## config.mk

```make
export PLATFORM = sky130hd
export DESIGN_NAME = load_store_unit_flat
export DESIGN_NICKNAME = d
export VERILOG_FILES = /design/src/rtl/lsu_pkg.sv /design/src/rtl/lsu_if.sv /design/src/rtl/lsu_align.sv /design/src/rtl/load_store_unit.sv /design/src/flat_wrapper.sv
export SDC_FILE = /design/constraint.sdc
export NUM_CORES = 1
export LEC_CHECK = 0
export ABC_AREA = 1
export CAP_MARGIN = 20
export CORE_MARGIN = 3
export CORE_UTILIZATION = 52
export DETAILED_ROUTE_END_ITERATION = 7
export HOLD_SLACK_MARGIN = 0.06
export PLACE_DENSITY = 0.86
export REMOVE_ABC_BUFFERS = 1
export SLEW_MARGIN = 10
export SYNTH_ARGS = -nofsm -noshare
export SYNTH_HDL_FRONTEND = slang
export SYNTH_HIERARCHICAL = 1
export SYNTH_SLANG_ARGS = --single-unit
export TNS_END_PERCENT = 30
```

## constraint.sdc

```tcl
create_clock -name clk -period 9.39 [get_ports clk]
set_input_delay 1.878 -clock clk [delete_from_list [all_inputs] [get_ports clk]]
set_output_delay 1.878 -clock clk [all_outputs]
set_load 0.03 [all_outputs]
```

## src/rtl/lsu_pkg.sv

```systemverilog
// Shared constants and types for the load/store unit.
// Holds funct3 encodings, FSM state enum, error codes and counter width.
package lsu_pkg;

    localparam logic [2:0] F3_B  = 3'b000;
    localparam logic [2:0] F3_H  = 3'b001;
    localparam logic [2:0] F3_W  = 3'b010;
    localparam logic [2:0] F3_BU = 3'b100;
    localparam logic [2:0] F3_HU = 3'b101;

    typedef enum logic [1:0] {
        S_IDLE = 2'd0,
        S_REQ  = 2'd1,
        S_DONE = 2'd2
    } state_e;

    localparam logic [1:0] ERR_OK       = 2'b00;
    localparam logic [1:0] ERR_MISALIGN = 2'b01;
    localparam logic [1:0] ERR_TIMEOUT  = 2'b10;
    localparam logic [1:0] ERR_ILLEGAL  = 2'b11;

    localparam int CNT_W = 8;

endpackage

```

## src/rtl/lsu_if.sv

```systemverilog
// Handshake bundles: core <-> LSU request/response, and LSU <-> data memory.
// Core side: master = execute stage, slave = LSU. Memory side: master = LSU, slave = memory.
interface lsu_core_if;
    logic        lsu_valid;
    logic        lsu_ready;
    logic        lsu_store;
    logic [2:0]  lsu_funct3;
    logic [31:0] lsu_addr;
    logic [31:0] lsu_wdata;
    logic        lsu_done;
    logic [31:0] lsu_rdata;
    logic [1:0]  lsu_err;

    modport master (
        output lsu_valid, lsu_store, lsu_funct3, lsu_addr, lsu_wdata,
        input  lsu_ready, lsu_done, lsu_rdata, lsu_err
    );
    modport slave (
        input  lsu_valid, lsu_store, lsu_funct3, lsu_addr, lsu_wdata,
        output lsu_ready, lsu_done, lsu_rdata, lsu_err
    );
endinterface

interface lsu_mem_if;
    logic        mem_req;
    logic        mem_we;
    logic [31:0] mem_addr;
    logic [3:0]  mem_be;
    logic [31:0] mem_wdata;
    logic        mem_ack;
    logic [31:0] mem_rdata;

    modport master (
        output mem_req, mem_we, mem_addr, mem_be, mem_wdata,
        input  mem_ack, mem_rdata
    );
    modport slave (
        input  mem_req, mem_we, mem_addr, mem_be, mem_wdata,
        output mem_ack, mem_rdata
    );
endinterface

```

## src/rtl/lsu_align.sv

```systemverilog
// Combinational size/alignment decode: byte enables, lane-replicated store
// data, misaligned/illegal flags and sign/zero-extended load data.
module lsu_align
    import lsu_pkg::*;
(
    input  logic        store_i,
    input  logic [2:0]  funct3_i,
    input  logic [31:0] addr_i,
    input  logic [31:0] wdata_i,
    input  logic [31:0] mem_rdata_i,
    output logic [3:0]  be_o,
    output logic [31:0] wdata_o,
    output logic        misalign_o,
    output logic        illegal_o,
    output logic [31:0] rdata_o
);

    logic [31:0] lane;

    // Size lives in funct3[1:0]; bit 2 is the unsigned flag, legal for
    // byte/half loads only.
    assign illegal_o = (funct3_i[1:0] == 2'b11)
                     | (funct3_i[2] & (store_i | funct3_i[1]));

    // Move the addressed byte/half down to bit 0.
    assign lane = mem_rdata_i >> {addr_i[1:0], 3'b000};

    always_comb begin
        be_o       = 4'b0000;
        wdata_o    = 32'h0;
        misalign_o = 1'b0;
        case (funct3_i[1:0])
            2'b00: begin
                be_o    = 4'b0001 << addr_i[1:0];
                wdata_o = {4{wdata_i[7:0]}};
            end
            2'b01: begin
                be_o       = addr_i[1] ? 4'b1100 : 4'b0011;
                wdata_o    = {2{wdata_i[15:0]}};
                misalign_o = addr_i[0];
            end
            2'b10: begin
                be_o       = 4'b1111;
                wdata_o    = wdata_i;
                misalign_o = |addr_i[1:0];
            end
            default: ;
        endcase
    end

    always_comb begin
        rdata_o = 32'h0;
        case (funct3_i)
            F3_B:    rdata_o = {{24{lane[7]}}, lane[7:0]};
            F3_H:    rdata_o = {{16{lane[15]}}, lane[15:0]};
            F3_W:    rdata_o = mem_rdata_i;
            F3_BU:   rdata_o = {24'h0, lane[7:0]};
            F3_HU:   rdata_o = {16'h0, lane[15:0]};
            default: rdata_o = 32'h0;
        endcase
    end

endmodule

```

## src/rtl/load_store_unit.sv

```systemverilog
// Multi-cycle load/store initiator between execute stage and data memory.
// Ports: clk, rst (async high), core (lsu_core_if.slave), mem (lsu_mem_if.master).
module load_store_unit
    import lsu_pkg::*;
#(
    parameter int TIMEOUT_CYCLES = 15
) (
    input  logic       clk,
    input  logic       rst,
    lsu_core_if.slave  core,
    lsu_mem_if.master  mem
);

    state_e            state_q, state_d;
    logic              store_q, store_d;
    logic [2:0]        funct3_q, funct3_d;
    logic [31:0]       addr_q, addr_d;
    logic [31:0]       wdata_q, wdata_d;
    logic [CNT_W-1:0]  cnt_q, cnt_d;
    logic [1:0]        err_q, err_d;
    logic [31:0]       rdata_q, rdata_d;

    logic              idle;
    logic              in_req;
    logic              in_done;
    logic              a_store;
    logic [2:0]        a_funct3;
    logic [31:0]       a_addr;
    logic [31:0]       a_wdata;
    logic [3:0]        a_be;
    logic [31:0]       a_wrep;
    logic              a_misalign;
    logic              a_illegal;
    logic [31:0]       a_rdata;

    assign idle    = (state_q == S_IDLE);
    assign in_req  = (state_q == S_REQ);
    assign in_done = (state_q == S_DONE);

    // In IDLE the decoder checks the incoming request; afterwards it works
    // on the captured copy so the memory outputs stay stable.
    assign a_store  = idle ? core.lsu_store  : store_q;
    assign a_funct3 = idle ? core.lsu_funct3 : funct3_q;
    assign a_addr   = idle ? core.lsu_addr   : addr_q;
    assign a_wdata  = idle ? core.lsu_wdata  : wdata_q;

    lsu_align u_align (
        .store_i     (a_store),
        .funct3_i    (a_funct3),
        .addr_i      (a_addr),
        .wdata_i     (a_wdata),
        .mem_rdata_i (mem.mem_rdata),
        .be_o        (a_be),
        .wdata_o     (a_wrep),
        .misalign_o  (a_misalign),
        .illegal_o   (a_illegal),
        .rdata_o     (a_rdata)
    );

    always_comb begin
        state_d  = state_q;
        store_d  = store_q;
        funct3_d = funct3_q;
        addr_d   = addr_q;
        wdata_d  = wdata_q;
        cnt_d    = cnt_q;
        err_d    = err_q;
        rdata_d  = rdata_q;
        case (state_q)
            S_IDLE: begin
                if (core.lsu_valid) begin
                    store_d  = core.lsu_store;
                    funct3_d = core.lsu_funct3;
                    addr_d   = core.lsu_addr;
                    wdata_d  = core.lsu_wdata;
                    cnt_d    = '0;
                    rdata_d  = 32'h0;
                    if (a_illegal) begin
                        err_d   = ERR_ILLEGAL;
                        state_d = S_DONE;
                    end else if (a_misalign) begin
                        err_d   = ERR_MISALIGN;
                        state_d = S_DONE;
                    end else begin
                        err_d   = ERR_OK;
                        state_d = S_REQ;
                    end
                end
            end
            S_REQ: begin
                if (mem.mem_ack) begin
                    rdata_d = store_q ? 32'h0 : a_rdata;
                    err_d   = ERR_OK;
                    state_d = S_DONE;
                end else begin
                    cnt_d = cnt_q + 1'b1;
                    // Leaving after the count reaches the limit keeps
                    // mem_req high for exactly TIMEOUT_CYCLES cycles.
                    if (cnt_d == CNT_W'(TIMEOUT_CYCLES)) begin
                        err_d   = ERR_TIMEOUT;
                        state_d = S_DONE;
                    end
                end
            end
            S_DONE:  state_d = S_IDLE;
            default: state_d = S_IDLE;
        endcase
    end

    always_ff @(posedge clk or posedge rst) begin
        if (rst) begin
            state_q  <= S_IDLE;
            store_q  <= 1'b0;
            funct3_q <= 3'b000;
            addr_q   <= 32'h0;
            wdata_q  <= 32'h0;
            cnt_q    <= '0;
            err_q    <= ERR_OK;
            rdata_q  <= 32'h0;
        end else begin
            state_q  <= state_d;
            store_q  <= store_d;
            funct3_q <= funct3_d;
            addr_q   <= addr_d;
            wdata_q  <= wdata_d;
            cnt_q    <= cnt_d;
            err_q    <= err_d;
            rdata_q  <= rdata_d;
        end
    end

    assign core.lsu_ready = idle;
    assign core.lsu_done  = in_done;
    assign core.lsu_rdata = in_done ? rdata_q : 32'h0;
    assign core.lsu_err   = in_done ? err_q : ERR_OK;

    assign mem.mem_req   = in_req;
    assign mem.mem_we    = in_req & store_q;
    assign mem.mem_addr  = in_req ? {addr_q[31:2], 2'b00} : 32'h0;
    assign mem.mem_be    = in_req ? a_be : 4'b0000;
    assign mem.mem_wdata = (in_req & store_q) ? a_wrep : 32'h0;

endmodule
```

## src/flat_wrapper.sv

```systemverilog
// flat-port wrapper written by rule: the top's interface ports become plain ports
module load_store_unit_flat import lsu_pkg::*;
#(
    parameter int TIMEOUT_CYCLES = 15
)
  (clk, rst, core_lsu_valid, core_lsu_store, core_lsu_funct3, core_lsu_addr, core_lsu_wdata, core_lsu_ready, core_lsu_done, core_lsu_rdata, core_lsu_err, mem_mem_req, mem_mem_we, mem_mem_addr, mem_mem_be, mem_mem_wdata, mem_mem_ack, mem_mem_rdata);
  lsu_core_if core_i ();
  lsu_mem_if mem_i ();
  input  logic clk;
  input  logic rst;
  input wire logic [$bits(core_i.lsu_valid)-1:0] core_lsu_valid;
  input wire logic [$bits(core_i.lsu_store)-1:0] core_lsu_store;
  input wire logic [$bits(core_i.lsu_funct3)-1:0] core_lsu_funct3;
  input wire logic [$bits(core_i.lsu_addr)-1:0] core_lsu_addr;
  input wire logic [$bits(core_i.lsu_wdata)-1:0] core_lsu_wdata;
  output wire logic [$bits(core_i.lsu_ready)-1:0] core_lsu_ready;
  output wire logic [$bits(core_i.lsu_done)-1:0] core_lsu_done;
  output wire logic [$bits(core_i.lsu_rdata)-1:0] core_lsu_rdata;
  output wire logic [$bits(core_i.lsu_err)-1:0] core_lsu_err;
  output wire logic [$bits(mem_i.mem_req)-1:0] mem_mem_req;
  output wire logic [$bits(mem_i.mem_we)-1:0] mem_mem_we;
  output wire logic [$bits(mem_i.mem_addr)-1:0] mem_mem_addr;
  output wire logic [$bits(mem_i.mem_be)-1:0] mem_mem_be;
  output wire logic [$bits(mem_i.mem_wdata)-1:0] mem_mem_wdata;
  input wire logic [$bits(mem_i.mem_ack)-1:0] mem_mem_ack;
  input wire logic [$bits(mem_i.mem_rdata)-1:0] mem_mem_rdata;
  assign core_i.lsu_valid = core_lsu_valid;
  assign core_i.lsu_store = core_lsu_store;
  assign core_i.lsu_funct3 = core_lsu_funct3;
  assign core_i.lsu_addr = core_lsu_addr;
  assign core_i.lsu_wdata = core_lsu_wdata;
  assign core_lsu_ready = core_i.lsu_ready;
  assign core_lsu_done = core_i.lsu_done;
  assign core_lsu_rdata = core_i.lsu_rdata;
  assign core_lsu_err = core_i.lsu_err;
  assign mem_mem_req = mem_i.mem_req;
  assign mem_mem_we = mem_i.mem_we;
  assign mem_mem_addr = mem_i.mem_addr;
  assign mem_mem_be = mem_i.mem_be;
  assign mem_mem_wdata = mem_i.mem_wdata;
  assign mem_i.mem_ack = mem_mem_ack;
  assign mem_i.mem_rdata = mem_mem_rdata;
  load_store_unit #(.TIMEOUT_CYCLES(TIMEOUT_CYCLES)) u_core (.clk(clk), .rst(rst), .core(core_i), .mem(mem_i));
endmodule
```

==> results.toml <==
[drt]
vias = 7152
viasPerCell = 5.094
dr.pass1.iters = 5
wl_per_cell_um = 14.01
ant_nets = 0
wl_met2_mm = 9.190
wl_met3_mm = 1.954
drt_iter0_drc = 862
drc = 0
drt_wl_total_mm = 19.67
routedLengthMet1_mm = 8.168
top_layer = "met4"

[sta]
post-route-period-util = 0.7266
rsz0062_at_grt = "no"
min_period_ps = 6822
slew_violations = 0
setup_viol = 0
fmax_mhz = 146.6
skew_ps = 4.165
setup_tns_ps = 0
relSlewSlack = 0.3415
worst_pin_slew_ps = 977.4
finalHoldViolCount = 0

[die]
die_h_um = 122.1
core_area_sq_um = 12880
fp.dieW_um = 122.1
io_pins = 210
floorplan.initialDensity = 0.5439
dieArea_sq_um = 14900
placementRows = 41

[clock_network]
cts_max_path_buffers = 2
clock_latency_ps = 350
postCtsHoldBufs = 0
cts_buffers = 9
cts_num_sinks = 112
cts_tree = "yes"
cts_root_buf = "clkbuf_16"
clk_pin_slew_ps = 70
cts_setup_buffers = 0
cts_resized = 0
cts_max_level = 3

[global_routing]
antenna_found_initial = 0
grt_pass1_wl_mm = 31.48
grt_util_all_layers = 0.2632
grt_max_degree = 101
grt_overflow_total = 0
grt_pass1_vias = 6577

[power_and_ir_drop]
p_int_mw = 1.370
clockPowerShare = 0.141
power_leakage_nw = 4.300
switching_power_mw = 1.330
power_frac_seq = 0.272
irDropWorstVdd_mv = 0.1330
power.density_nw_per_um2 = 289.4
p_comb_frac = 0.587
p_sw_frac = 0.4927

[placement]
io_buffer_count = 207
hpwlAfterDp_mm = 13.85
place.gp.congestion = 0.9232
dpl.cell_count = 1384

[logic_synthesis]
syn_area_sq_um = 7003
syn_inst = 1062
avgSynthCellArea_sq_um = 6.594
synth.yosys.warnings = 6

[layout]
drive_above_1_share = 0.04058
fin_nets = 1337
multi_input_area_sq_um = 3184
stdcell_count = 1404
final_common_cell = "nand2_1"
mostFrequentLayoutCells = "nand2_1 (291), clkdlybuf4s50_1 (207), inv_1 (171)"
diodes = 0
fill_cells = 1051
areaGrowthSynthToFinish_pct = 33.21
register_area_sq_um = 2803

[worst_setup_path]
crit_path_start_kind = "input pin"
critical_path_class = "input pin to primary output"
cp_max_fo = 11
critical_path_required_ps = 7510
worstPathArrival_ps = 4940
critPathCaptureType = "primary output"

[status]
status = "complete, no violations"

[job]
max_cap_violations = 0

[hold_path]
worstHoldPathType = "flip-flop to flip-flop"
==> power groups by stage <==
stage	Clock (mW)	Combinational, mW	Sequential [mW]
floorplan	0	1.08	0.723
global placement	0	1.51	0.731
detailed placement	0	1.54	0.741
CTS	0.388	1.55	0.733
global route	0.408	1.78	0.752
finish	0.380	1.59	0.735
==> final timing paths <==
| check | from | end | slack, ps | cells after the start |
|---|---|---|---|---|
| min | u_core/wdata_q[23]$_DFFE_PP0P_ | u_core/wdata_q[23]$_DFFE_PP0P_ | 490 | 2 |
| max reg2reg | u_core/state_q[1]$_DFFE_PP0P_ | u_core/rdata_q[5]$_DFFE_PP0P_ | 5640 | 12 |
| max | core_lsu_funct3[1] | mem_mem_wdata[5] | 2570 | 12 |
| min reg2reg | u_core/wdata_q[23]$_DFFE_PP0P_ | u_core/wdata_q[23]$_DFFE_PP0P_ | 490 | 2 |
| max in group asynchronous | rst | u_core/wdata_q[8]$_DFFE_PP0P_ | 6170 | 3 |
| min in group asynchronous | rst | u_core/addr_q[6]$_DFFE_PP0P_ | 1960 | 2 |
==> critical path: stages <==
cell	delay, ps
clkdlybuf4s50_1	480
nand2_1	50
o21ai_0	200
inv_1	120
ha_1	400
nor2_4	310
clkinv_1	370
nor2_4	330
nor3_1	70
inv_1	70
nor2_1	50
clkdlybuf4s50_1	610
==> flip-flops by register name, indices dropped and copies added, names as in the netlist <==
| register | flops |
|---|---|
| u_core/store_q | 1 |
| u_core/err_q | 2 |
| u_core/wdata_q | 32 |
| u_core/funct3_q | 3 |
| u_core/state_q | 2 |
| u_core/cnt_q | 8 |
| u_core/addr_q | 32 |
| u_core/rdata_q | 32 |
==> stage by stage <==
| step | cell area [sq um] | utilization | hold slack, ps | setup slack, ps | total power, mW |
|---|---|---|---|---|---|
| after CTS | 9278 | 0.7205 | 495.2 | 2565 | 2.676 |
| after floorplan | 6654 | - | 441.9 | 3841 | 1.798 |
| after detailed placement | 8986 | 0.6979 | 477.7 | 2580 | 2.282 |
| after global placement | 8986 | 0.6979 | 466.3 | 2662 | 2.246 |
| final | 9329 | 0.7245 | 493.3 | 2568 | 2.700 |
| after global routing | 9329 | 0.7245 | 521.3 | 2317 | 2.937 |
==> cell type report <==
type | count | area share
clock buffers | 11 | 0.02709
multi-input cells | 709 | 0.3413
repair buffers | 216 | 0.2316
clock inverters | 5 | 0.004158
flip-flops and latches | 112 | 0.3004
well taps | 172 | 0.02307
inverters | 179 | 0.07229
==> layer usage <==
layer | up-vias | track usage
li1 | 3577 | -
met1 | 3229 | 0.3421
met2 | 317 | 0.4285
met3 | 29 | 0.06546
met4 | 0 | 0.09447
met5 | - | 0
(Power assumes the default switching activity.)
